### config.mk
export PLATFORM = sky130hd
export DESIGN_NAME = multicycle_ctrl
export DESIGN_NICKNAME = d
export VERILOG_FILES = /design/src/rtl/multicycle_ctrl.sv
export SDC_FILE = /design/constraint.sdc
export NUM_CORES = 1
export LEC_CHECK = 0
export CAP_MARGIN = 20
export CORE_MARGIN = 5
export CORE_UTILIZATION = 40
export CTS_CLUSTER_SIZE = 8
export DETAILED_ROUTE_END_ITERATION = 16
export GPL_TIMING_DRIVEN = 0
export PLACE_DENSITY_LB_ADDON = 0.25
export SKIP_LAST_GASP = 1
export SYNTH_ARGS = -nofsm -noshare
export SYNTH_HDL_FRONTEND = slang
export SYNTH_SLANG_ARGS = --single-unit
### constraint.sdc
create_clock -name CLK -period 2.3 [get_ports CLK]
set_clock_uncertainty 0.15 [all_clocks]
set_input_delay 0.23 -clock CLK [delete_from_list [all_inputs] [get_ports CLK]]
set_output_delay 0.23 -clock CLK [all_outputs]
set_load 0.05 [all_outputs]
### src/rtl/multicycle_ctrl.sv
// Multi-cycle CPU control unit.
// Sequences each instruction through IF/ID/EXE/MEM/WB and decodes the datapath
// control strobes from the registered state and the instruction opcode.
// HALT reuses the ID encoding together with a sticky halt flag.
module multicycle_ctrl (
  input  logic       CLK,
  input  logic       Reset,
  input  logic [5:0] opcode,
  input  logic       zero,
  input  logic       sign,
  output logic       PCWre,
  output logic [1:0] PCSrc,
  output logic       IRWre,
  output logic       RegWre,
  output logic       mRD,
  output logic       mWR,
  output logic       ALUSrcB,
  output logic       ExtSel,
  output logic       DBDataSrc,
  output logic       RegDst,
  output logic [2:0] ALUOp,
  output logic [2:0] state
);

  typedef enum logic [2:0] {
    StIf    = 3'b000,
    StId    = 3'b001,
    StExeLs = 3'b010,
    StMem   = 3'b011,
    StWbL   = 3'b100,
    StExeB  = 3'b101,
    StExeA  = 3'b110,
    StWbA   = 3'b111
  } state_e;

  localparam logic [5:0] OpAdd   = 6'b000000;
  localparam logic [5:0] OpSub   = 6'b000001;
  localparam logic [5:0] OpAnd   = 6'b010000;
  localparam logic [5:0] OpSlt   = 6'b100110;
  localparam logic [5:0] OpAddiu = 6'b000010;
  localparam logic [5:0] OpAndi  = 6'b010001;
  localparam logic [5:0] OpOri   = 6'b010010;
  localparam logic [5:0] OpSw    = 6'b110000;
  localparam logic [5:0] OpLw    = 6'b110001;
  localparam logic [5:0] OpBeq   = 6'b110100;
  localparam logic [5:0] OpBne   = 6'b110101;
  localparam logic [5:0] OpBltz  = 6'b110110;
  localparam logic [5:0] OpJ     = 6'b111000;
  localparam logic [5:0] OpHalt  = 6'b111111;

  localparam logic [2:0] AluAdd = 3'b000;
  localparam logic [2:0] AluSub = 3'b001;
  localparam logic [2:0] AluAnd = 3'b010;
  localparam logic [2:0] AluOr  = 3'b011;
  localparam logic [2:0] AluSlt = 3'b100;

  localparam logic [1:0] PcSeq    = 2'b00;
  localparam logic [1:0] PcBranch = 2'b01;
  localparam logic [1:0] PcJump   = 2'b10;

  state_e state_q, state_d;
  logic   halt_q;
  // Set on the first clock edge after reset release; outputs stay quiet until then.
  logic   active_q;

  logic op_r, op_imm, op_arith, op_sw, op_lw, op_ls;
  logic op_beq, op_bne, op_bltz, op_branch, op_j, op_halt, op_nop;
  logic op_and, op_or, op_slt;
  logic taken;
  logic run;

  // Opcode decode into instruction classes.
  always_comb begin
    op_r      = (opcode == OpAdd) || (opcode == OpSub) || (opcode == OpAnd) ||
                (opcode == OpSlt);
    op_imm    = (opcode == OpAddiu) || (opcode == OpAndi) || (opcode == OpOri);
    op_arith  = op_r || op_imm;
    op_sw     = (opcode == OpSw);
    op_lw     = (opcode == OpLw);
    op_ls     = op_sw || op_lw;
    op_beq    = (opcode == OpBeq);
    op_bne    = (opcode == OpBne);
    op_bltz   = (opcode == OpBltz);
    op_branch = op_beq || op_bne || op_bltz;
    op_j      = (opcode == OpJ);
    op_halt   = (opcode == OpHalt);
    op_nop    = !(op_arith || op_ls || op_branch || op_j || op_halt);
    op_and    = (opcode == OpAnd) || (opcode == OpAndi);
    op_or     = (opcode == OpOri);
    op_slt    = (opcode == OpSlt);
    taken     = (op_beq && zero) || (op_bne && !zero) || (op_bltz && sign);
  end

  // Outputs are live only once started after reset and while not halted.
  assign run   = active_q && !halt_q;
  assign state = state_q;

  // State, halt flag and start-up flag registers.
  always_ff @(posedge CLK or negedge Reset) begin
    if (!Reset) begin
      state_q  <= StIf;
      halt_q   <= 1'b0;
      active_q <= 1'b0;
    end else begin
      active_q <= 1'b1;
      if (run) begin
        state_q <= state_d;
        if (state_q == StId && op_halt) begin
          halt_q <= 1'b1;
        end
      end
    end
  end

  // Next-state sequencing.
  always_comb begin
    state_d = StIf;
    unique case (state_q)
      StIf: state_d = StId;
      StId: begin
        if (op_arith) begin
          state_d = StExeA;
        end else if (op_branch) begin
          state_d = StExeB;
        end else if (op_ls) begin
          state_d = StExeLs;
        end else if (op_halt) begin
          state_d = StId;
        end else begin
          state_d = StIf;
        end
      end
      StExeA:  state_d = StWbA;
      StWbA:   state_d = StIf;
      StExeB:  state_d = StIf;
      StExeLs: state_d = StMem;
      StMem:   state_d = op_lw ? StWbL : StIf;
      StWbL:   state_d = StIf;
      default: state_d = StIf;
    endcase
  end

  // Datapath control strobes.
  always_comb begin
    PCWre     = 1'b0;
    PCSrc     = PcSeq;
    IRWre     = 1'b0;
    RegWre    = 1'b0;
    mRD       = 1'b0;
    mWR       = 1'b0;
    ALUSrcB   = 1'b0;
    ExtSel    = 1'b0;
    DBDataSrc = 1'b0;
    RegDst    = 1'b0;
    ALUOp     = AluAdd;
    if (run) begin
      RegDst  = op_r;
      ALUSrcB = op_imm || op_ls;
      ExtSel  = !((opcode == OpAndi) || (opcode == OpOri));
      if (op_branch) begin
        ALUOp = AluSub;
      end else if (op_and) begin
        ALUOp = AluAnd;
      end else if (op_or) begin
        ALUOp = AluOr;
      end else if (op_slt) begin
        ALUOp = AluSlt;
      end else begin
        ALUOp = AluAdd;
      end
      unique case (state_q)
        StIf: IRWre = 1'b1;
        StId: begin
          // j and NOP finish here; halt does not advance the PC.
          if (op_j) begin
            PCWre = 1'b1;
            PCSrc = PcJump;
          end else if (op_nop) begin
            PCWre = 1'b1;
          end
        end
        StExeB: begin
          PCWre = 1'b1;
          if (taken) begin
            PCSrc = PcBranch;
          end
        end
        StMem: begin
          mWR   = op_sw;
          mRD   = op_lw;
          PCWre = op_sw;
        end
        StWbA: begin
          PCWre  = 1'b1;
          RegWre = 1'b1;
        end
        StWbL: begin
          PCWre     = 1'b1;
          RegWre    = 1'b1;
          DBDataSrc = 1'b1;
        end
        default: ;
      endcase
    end
  end

endmodule

==> implementation parameters, run 1 <==
Parameter                              Value

Global route
  GRT Residual Overflow ... 0
  Initial antenna violation count ... 0
  Largest net degree at the start of global routing ... 11
  Gr usage total ... 0.147
  Vias in the first global route ... 643
  First-pass GRT wire length ... 2920 um

Routing
  Number of DRC markers in iteration 0 ... 24
  Detailed-route wire length per cell ... 14.4 um
  Routed wire length on met2 ... 884 um
  Via count of the routed design ... 722
  Pre-antenna DRT Iters ... 4
  DRC violation count after routing ... 0
  Number of antenna-violating nets in the routed design ... 0
  Total Routed Length ... 1820 um
  Metal3 WL ... 104 um
  Avg Vias per Cell ... 5.73
  Uppermost signal routing layer after detailed routing ... met4
  Met1 WL ... 806 um

Yosys
  Number of synthesized flops with an enable pin ... 0
  Ys Warns ... 0
  Flop and latch count out of synthesis ... 5
  Cell taking the most area after synthesis ... dfrtp_1
  Most numerous cell in the Yosys netlist ... nor2_1
  Post-synth top cells ... nor2_1 (10), nand2_1 (7), dfrtp_1 (5), nand3_1 (5), inv_1 (4)
  Proportion of netlist area held by the largest area contributor ... 0.198
  Post-synth top flop ... dfrtp_1
  Number of library cell types mapped by synthesis ... 40
  Sequential share of the synthesized area ... 0.198
  Area fraction in compound gates after synthesis ... 0.267
  Total standard cell area after synthesis ... 633 sq um
  Adder-cell share of the synthesized area ... 0
  Largest family of logic cells by synthesized area ... simple AND/OR/NAND/NOR gates
  Basic-gate share of the synthesized area counting and, or, nand and nor cells ... 0.389
  Xor/xnor cell area share of the yosys netlist ... 0.0415
  Total nets after synthesis ... 93
  Post-Synthesis Mean Instance Area ... 7.63 sq um
  Top area cells in the synthesized netlist ... dfrtp_1 (20%), nor2_1 (5.9%), nand2_1 (4.2%)
  Instance count of the mapped netlist ... 83
  Share of flip-flops with an asynchronous set or reset after synthesis ... 1.00
  Post-synthesis mux area share ... 0

Setup path
  Delay contributed by the slowest stage of the critical path ... 540 ps
  Endpoint class of the critical path ... output port
  Worst setup path start ... opcode[5]
  Reg2Reg Capture Point ... state[2]$_DFFE_PN0P_
  Worst reg-to-reg setup slack ... 780 ps
  Worst EP arrival ... 1840 ps
  Crit Path Category ... in -> out
  R2r startpoint ... active_q$_DFF_PN0_
  Number of cells on the worst reg-to-reg path ... 4
  Required arrival time at the worst endpoint ... 1920 ps
  Startpoint types ... input pin
  Sequence of cells on the critical path ... clkdlybuf4s50_1, buf_6, and3_1, nand4_1, nor2_1, clkdlybuf4s15_1
  Cell with the largest stage delay on the worst path ... clkdlybuf4s50_1
  Highest net fanout along the worst path ... 10

STA
  Worst slew margin ... 0.663
  Final Critical Period ... 2220 ps
  Min setup slack post-route ... 80.9 ps
  Hold violation count in the final report ... 0
  Least-Margin Pin Slew ... 507 ps
  Max-slew violation count ... 0
  Final setup violating endpoints ... 0
  Unrepaired setup endpoints after global routing ... no
  Post-route clock period utilization ... 0.965
  Max Fclk ... 451 MHz

Clock tree
  Clock root buffer ... clkbuf_4
  Number of sinks driven by the clock tree ... 5
  Inserted Clock Buffers ... 3
  Worst skew pair latency ... 230 ps
  TritonCTS clock tree ... done
  CTS H-Tree Depth ... 1
  Clock transition at path regs ... 40 ps
  Cts-stage hold buffer count ... 0
  Maximum number of buffers from clock root to sink ... 2

Die
  Total die area ... 0.00248 sq mm
  I/O pin total ... 27
  Number of rows created at floorplan ... 14
  Die outline width ... 49.8 um
  Area inside the core boundary ... 0.00151 sq mm
  Height of the die ... 49.8 um
  Starting Density ... 0.420

Final layout
  Antenna diode instance count ... 0
  Synthesis-to-layout area growth ... 40.5%
  Layout cells sized above 1 ... 0.264
  Final standard cell utilization of the core ... 0.591
  Non-Filler Instances ... 126
  Nets@finish ... 121
  Finished layout cell area ... 890 sq um

Min path
  Min-Delay Path Class ... in -> async

Place
  Area post-placement ... 915 sq um
  Half-perimeter wire length of the detailed placement result ... 1400 um
  DP Worst Slack ... -425 ps
  Placed cells ... 122
  Number of buffers inserted by port buffering ... 23
  Placer congestion estimate ... 0.816

Pwr
  Power per cell area ... 289 mW/mm^2
  Max rail drop VDD ... 230 uV
  Static power due to leakage ... 0.397 nW
  Total power draw ... 257 uW

Job
  Number of max-cap violations ... 0

Status
  Outcome ... complete, no violations
flip-flops by register name, summed over array words and instances (netlist names):
signal    count
active_q      1
state         3
halt_q        1
layout make-up:
class,count,area (sq um)
fill,141,617
multi-input combinational,67,479
timing repair buffer,23,176
sequential,5,125
buffer,7,47.5
clock buffer,4,26.3
tap,16,20.0
inverter,4,15.0
through the flow:
| step | setup TNS [ps] | hold WS, ps |
|---|---|---|
| global route | 0 | 42.5 |
| global placement | -3130 | 308 |
| detailed placement | -3420 | 313 |
| finish | 0 | 58.1 |
| CTS | -148 | 55.7 |
| floorplan | -40.2 | -216 |
layer usage:
metal / GRT usage / up-vias
met2: 0.225 / 25
met4: 0.0786 / 0
li1: - / 355
met5: 0 / -
met1: 0.193 / 340
met3: 0.0241 / 2
worst max-delay path by stage:
| stage | end | slack [ps] | cells past startpoint |
|---|---|---|---|
| 2_1_floorplan | PCWre | -40 | 3 |
| 3_3_place_gp | RegDst | -400 | 6 |
| 3_5_place_dp | PCWre | -430 | 7 |
| 4_1_cts | mWR | -150 | 7 |
| 5_1_grt | mWR | 10 | 7 |
| 6_report | mRD | 80 | 6 |
report_power, final:
group          internal (mW)  total [mW]  switching, mW
combinational         0.0331      0.0705         0.0373
sequential            0.0893      0.0899       0.000577
clock                 0.0653      0.0964         0.0311
total                  0.188       0.257         0.0690
repair_timing:
item / in CTS / in global routing
gates resized for setup: 22 / 23
endpoints found under the setup margin: 14 / 11
setup buffers: 0 / 0
critical path, delay by kind of cell:
family	cells	cell delay, ps
buffers and inverters	3	1200
and+or+nand+nor	3	410
logic make-up after synthesis:
kind of cell | count (synthesis)
buf+inv | 11
other cells | 1
xor+xnor | 3
flops | 5
simple gates | 41
compound gates | 22
placed cells by master, fill, tap and decap left out, types with 3 or more instances in the layout:
master / netlist / final
xnor2_1: 3 / 3
buf_2: 2 / 6
dfrtp_1: 5 / 5
nand2_1: 7 / 7
clkbuf_2: 0 / 6
clkbuf_4: 0 / 3
inv_1: 4 / 4
nand3_1: 5 / 5
dlygate4sd2_1: 0 / 3
nor2_1: 10 / 9
clkdlybuf4s50_1: 0 / 9
clkbuf_1: 2 / 3
No activity file was read; power rests on OpenSTA's default activity.
==> inputs of run 2 (changes only) <==
CORE_MARGIN = 3   (was 5)
CORE_UTILIZATION = 37   (was 40)
MAX_ROUTING_LAYER = met4   (was default)
clock period = 1.89 ns   (was 2.3 ns; I/O delays follow)
==> run 2 against run 1 <==
  * Wire length is 3.7% lower
  * Total power is 22% higher
  * Hold slack worse by 41 ps
  * Core utilization is 2.3 points higher
  * First-iteration DRC count is 21% lower
  * Non-clock buffer count stayed put
  * Combinational power is 23% higher
  * Sequential power is 21% higher
  * Critical path type is now reg -> out
  * Critical endpoint is now state[2]
==> implementation parameters, run 2 (synthesis gave the netlist of run 1 again) <==
Parameter                              Value

Setup path
  Cell with the largest stage delay on the worst path ... clkdlybuf4s50_1
  Logic depth of the worst path, buffers included ... 1
  Highest net fanout along the worst path ... 8
  Buffers & Inverters on Critical Path ... 1
  Sequence of cells on the critical path ... clkdlybuf4s50_1
  Number of cells on the worst reg-to-reg path ... 4
  Worst EP arrival ... 1510 ps
  Endpoint class of the critical path ... output port
  Required arrival time at the worst endpoint ... 1550 ps
  Kind of cell adding the most delay to the critical path ... buffers and inverters
  Delay contributed by the slowest stage of the critical path ... 830 ps
  Startpoint types ... flip-flop
  Crit Path Category ... reg -> out

Global route
  First-pass GRT wire length ... 2890 um
  Initial antenna violation count ... 0
  GRT Residual Overflow ... 0
  Gr usage total ... 0.186
  Vias in the first global route ... 638
  Largest net degree at the start of global routing ... 11

Die
  Area inside the core boundary ... 0.00156 sq mm
  Height of the die ... 47.4 um
  I/O pin total ... 27
  Total die area ... 0.00224 sq mm
  Number of rows created at floorplan ... 14
  Die outline width ... 47.4 um
  Starting Density ... 0.406

Clock tree
  Maximum number of buffers from clock root to sink ... 2
  TritonCTS clock tree ... done
  Clock transition at path regs ... 40 ps
  CTS H-Tree Depth ... 1
  Inserted Clock Buffers ... 3
  Worst skew pair latency ... 230 ps
  Clock root buffer ... clkbuf_4
  Cts-stage hold buffer count ... 0
  Number of sinks driven by the clock tree ... 5

STA
  Final Critical Period ... 1850 ps
  Unrepaired setup endpoints after global routing ... yes
  Post-route clock period utilization ... 0.979
  Max-slew violation count ... 0
  Max Fclk ... 540 MHz
  Hold violation count in the final report ... 0
  Worst slew margin ... 0.661
  Final setup violating endpoints ... 0
  Least-Margin Pin Slew ... 507 ps
  Fin Hold WS ... 17.6 ps

Pwr
  Static power due to leakage ... 0.415 nW
  Max rail drop VDD ... 306 uV
  Total power draw ... 313 uW
  Power per cell area ... 328 mW/mm^2

Place
  Number of buffers inserted by port buffering ... 23
  Half-perimeter wire length of the detailed placement result ... 1330 um
  Area post-placement ... 950 sq um
  Placed cells ... 122
  Placer congestion estimate ... 0.860

Routing
  DRC violation count after routing ... 0
  Pre-antenna DRT Iters ... 4
  Avg Vias per Cell ... 5.71
  Via count of the routed design ... 720
  Number of antenna-violating nets in the routed design ... 0
  Total Routed Length ... 1750 um
  Detailed-route wire length per cell ... 13.9 um
  Number of DRC markers in iteration 0 ... 19

Final layout
  Number of flip-flops in the largest register ... 3
  Commonest non-fill, non-tap cells in the layout ... buf_2 (8), nor2_1 (7)
  Most frequent standard cell in the layout excluding fill and tap cells ... buf_2
  Antenna diode instance count ... 0
  Synthesis-to-layout area growth ... 51.0%
  Finished layout cell area ... 956 sq um
  Nets@finish ... 121
  Layout cells sized above 1 ... 0.409
  Non-Filler Instances ... 126

Min path
  Min-Delay Path Class ... in -> async

Job
  Number of max-cap violations ... 0

Status
  Outcome ... complete, no violations
[run 2: cell count changes in the layout (fill, tap and decap cells not counted), sizes merged]
cell | previous run | this run
clkdlybuf4s50 | 9 | 6
buf | 9 | 18
clkbuf | 12 | 7
clkdlybuf4s15 | 1 | 0
[run 2: timing repair]
action                                  CTS  global route
buffers inserted                          0             0
endpoints found under the setup margin   14             7
gates resized for setup                  83            13
[run 2: final timing paths]
kind | startpoint | endpoint | slack (ps)
worst max-delay path | state[2]$_DFFE_PN0P_ | state[2] | 40
worst min-delay path | Reset | active_q$_DFF_PN0_ | 20
worst max register to register | state[0]$_DFFE_PN0P_ | state[2]$_DFFE_PN0P_ | 500
worst min register to register | halt_q$_DFFE_PN0P_ | halt_q$_DFFE_PN0P_ | 360
max in group asynchronous | Reset | state[2]$_DFFE_PN0P_ | 1380
min in group CLK | opcode[0] | halt_q$_DFFE_PN0P_ | 130
[run 2: through the flow]
step	TNS [ps]	utilization	worst slack [ps]
6_report	0	0.613	39.1
5_1_grt	-90.9	0.613	-66.0
4_1_cts	0	0.607	2.39
3_5_place_dp	-7820	0.609	-748
3_3_place_gp	-7600	0.609	-728
2_1_floorplan	-144	-	-144
[run 2: report_power, final]
group	internal [mW]	leakage [nW]	switching, mW
combinational	0.0394	0.346	0.0471
sequential	0.109	0.0534	0.000853
clock	0.0794	0.0150	0.0378
[run 2: area by class of cell]
class                   count  area [sq um]
fillers                   144           603
multi-input cells          67           519
repair buffers             23           185
flip-flops and latches      5           129
plain buffers               7          61.3
clock buffers               4          26.3
well taps                  16          20.0
inverters                   4          15.0
[run 2: metal layers]
metal	wire length [um]	track usage	up-vias
li1	-	-	357
met1	807	0.279	342
met2	829	0.249	19
met3	94	0.0115	2
met4	14	0.0829	0
met5	0	-	-
==> inputs of run 3 (changes only) <==
TNS_END_PERCENT = 10   (was default)
==> run 3 against run 2 <==
  * The flow now finishes with violations (setup timing)
  * Highest routed layer unchanged
  * Combinational power down 3.5%
  * Wire length grew 1.3%
  * Hold slack got worse by 9.1 ps
  * Largest power group unchanged
  * Core utilization is 3.3 points lower
==> implementation parameters, run 3 (synthesis gave the netlist of run 1 again) <==
Parameter                              Value

Final layout
  Antenna diode instance count ... 0
  Number of flip-flops in the largest register ... 3
  Register Area ... 125 sq um
  Most frequent standard cell in the layout excluding fill and tap cells ... buf_2
  Synthesis-to-layout area growth ... 42.9%
  Fill count ... 155
  Area used by multi-input combinational logic ... 475 sq um
  Finished layout cell area ... 905 sq um
  Commonest non-fill, non-tap cells in the layout ... buf_2 (9), nor2_1 (8), nand2_1 (6), clkdlybuf4s50_1 (6)
  Layout cells sized above 1 ... 0.336
  Final standard cell utilization of the core ... 0.580
  Nets@finish ... 121

Pwr
  Static power due to leakage ... 0.404 nW
  Max rail drop VDD ... 374 uV
  Total power draw ... 317 uW
  Power per cell area ... 350 mW/mm^2

STA
  Least-Margin Pin Slew ... 500 ps
  Unrepaired setup endpoints after global routing ... yes
  Final Critical Period ... 1950 ps
  Final setup violating endpoints ... 3
  Max-slew violation count ... 0
  Min setup slack post-route ... -63.2 ps
  Post-route clock period utilization ... 1.03
  Worst slew margin ... 0.665
  Max Fclk ... 512 MHz
  Hold violation count in the final report ... 0
  Fin Setup TNS ... -122 ps

Setup path
  Highest net fanout along the worst path ... 8
  Sequence of cells on the critical path ... clkdlybuf4s50_1
  Delay contributed by the slowest stage of the critical path ... 860 ps
  Startpoint types ... flip-flop
  Required arrival time at the worst endpoint ... 1550 ps
  Crit Path Category ... reg -> out
  Kind of cell adding the most delay to the critical path ... buffers and inverters
  Buffers & Inverters on Critical Path ... 1
  Endpoint class of the critical path ... output port
  Worst EP arrival ... 1610 ps
  Cell with the largest stage delay on the worst path ... clkdlybuf4s50_1

Routing
  Detailed-route wire length per cell ... 14.0 um
  Avg Vias per Cell ... 5.64
  Via count of the routed design ... 711
  Number of antenna-violating nets in the routed design ... 0
  DRC violation count after routing ... 0
  Total Routed Length ... 1770 um
  Pre-antenna DRT Iters ... 4
  Number of DRC markers in iteration 0 ... 12

Global route
  Initial antenna violation count ... 0
  Largest net degree at the start of global routing ... 11
  First-pass GRT wire length ... 2770 um
  GRT Residual Overflow ... 0
  Vias in the first global route ... 648
  Gr usage total ... 0.180

Min path
  Min-Delay Path Class ... in -> async

Job
  Number of max-cap violations ... 0

Clock tree
  Clock transition at path regs ... 40 ps
  Worst skew pair latency ... 250 ps
  TritonCTS clock tree ... done
  Inserted Clock Buffers ... 3
  Number of sinks driven by the clock tree ... 5
  Cts-stage hold buffer count ... 0
  Clock root buffer ... clkbuf_4
  CTS H-Tree Depth ... 1
  Maximum number of buffers from clock root to sink ... 2

Place
  DP Worst Slack ... -769 ps
  Area post-placement ... 901 sq um
  Half-perimeter wire length of the detailed placement result ... 1310 um
  Number of buffers inserted by port buffering ... 23
  Placer congestion estimate ... 0.817

Status
  Violations in the final reports ... setup timing
  Outcome ... finished, violations left

Die
  Total die area ... 0.00224 sq mm
  Number of rows created at floorplan ... 14
  I/O pin total ... 27
  Starting Density ... 0.406
  Area inside the core boundary ... 0.00156 sq mm
  Die outline width ... 47.4 um
  Height of the die ... 47.4 um
==> run 3: cell count changes in the layout (fill, tap and decap cells not counted), moves of 2 or more <==
cell and change:
dfrtp_2 -3, clkbuf_2 +2, nor3_2 -2, clkdlybuf4s15_2 +2, buf_6 -2, dfrtp_1 +3, nor3_1 +2, clkbuf_4 -3
==> run 3: worst paths after layout <==
path	from	endpoint	slack, ps	cells after the start
min in group CLK	opcode[0]	halt_q$_DFFE_PN0P_	100	3
hold / removal	Reset	halt_q$_DFFE_PN0P_	8	1
setup / recovery	state[2]$_DFFE_PN0P_	state[2]	-60	1
hold reg to reg	halt_q$_DFFE_PN0P_	halt_q$_DFFE_PN0P_	360	2
max in group asynchronous	Reset	state[0]$_DFFE_PN0P_	1390	1
setup reg to reg	state[1]$_DFFE_PN0P_	state[2]$_DFFE_PN0P_	500	4
==> run 3: per-stage QoR <==
step / hold WS [ps] / std cells
after floorplan: -257 / 83
after CTS: 6.91 / 126
after global placement: 267 / 122
after detailed placement: 272 / 122
final: 8.43 / 126
after global routing: 20.4 / 126
==> run 3: final cells by class <==
class / count / area share
plain buffers: 7 / 0.0622
clock buffers: 4 / 0.0290
inverters: 4 / 0.0166
multi-input cells: 67 / 0.526
flip-flops and latches: 5 / 0.138
well taps: 16 / 0.0221
repair buffers: 23 / 0.206
==> run 3: routing by layer <==
layer / share of wire / routed length (um) / track usage / vias up
li1: - / - / - / 361
met4: 0.010 / 18 / 0.0497 / 0
met1: 0.47 / 827 / 0.230 / 321
met2: 0.46 / 821 / 0.278 / 25
met5: 0 / 0 / - / -
met3: 0.058 / 103 / 0.0460 / 4
==> run 3: power breakdown <==
part	total, mW	internal [mW]	switching [mW]	leakage (nW)
Combinational	0.0835	0.0396	0.0439	0.332
Sequential	0.110	0.109	0.000926	0.0571
Clock	0.124	0.0798	0.0442	0.0150
==> run 3: what timing repair did <==
item / CTS / global route
gates resized for setup: 77 / 10
setup buffers: 0 / 0
gates cloned: 0 / 0
endpoints found under the setup margin: 16 / 14
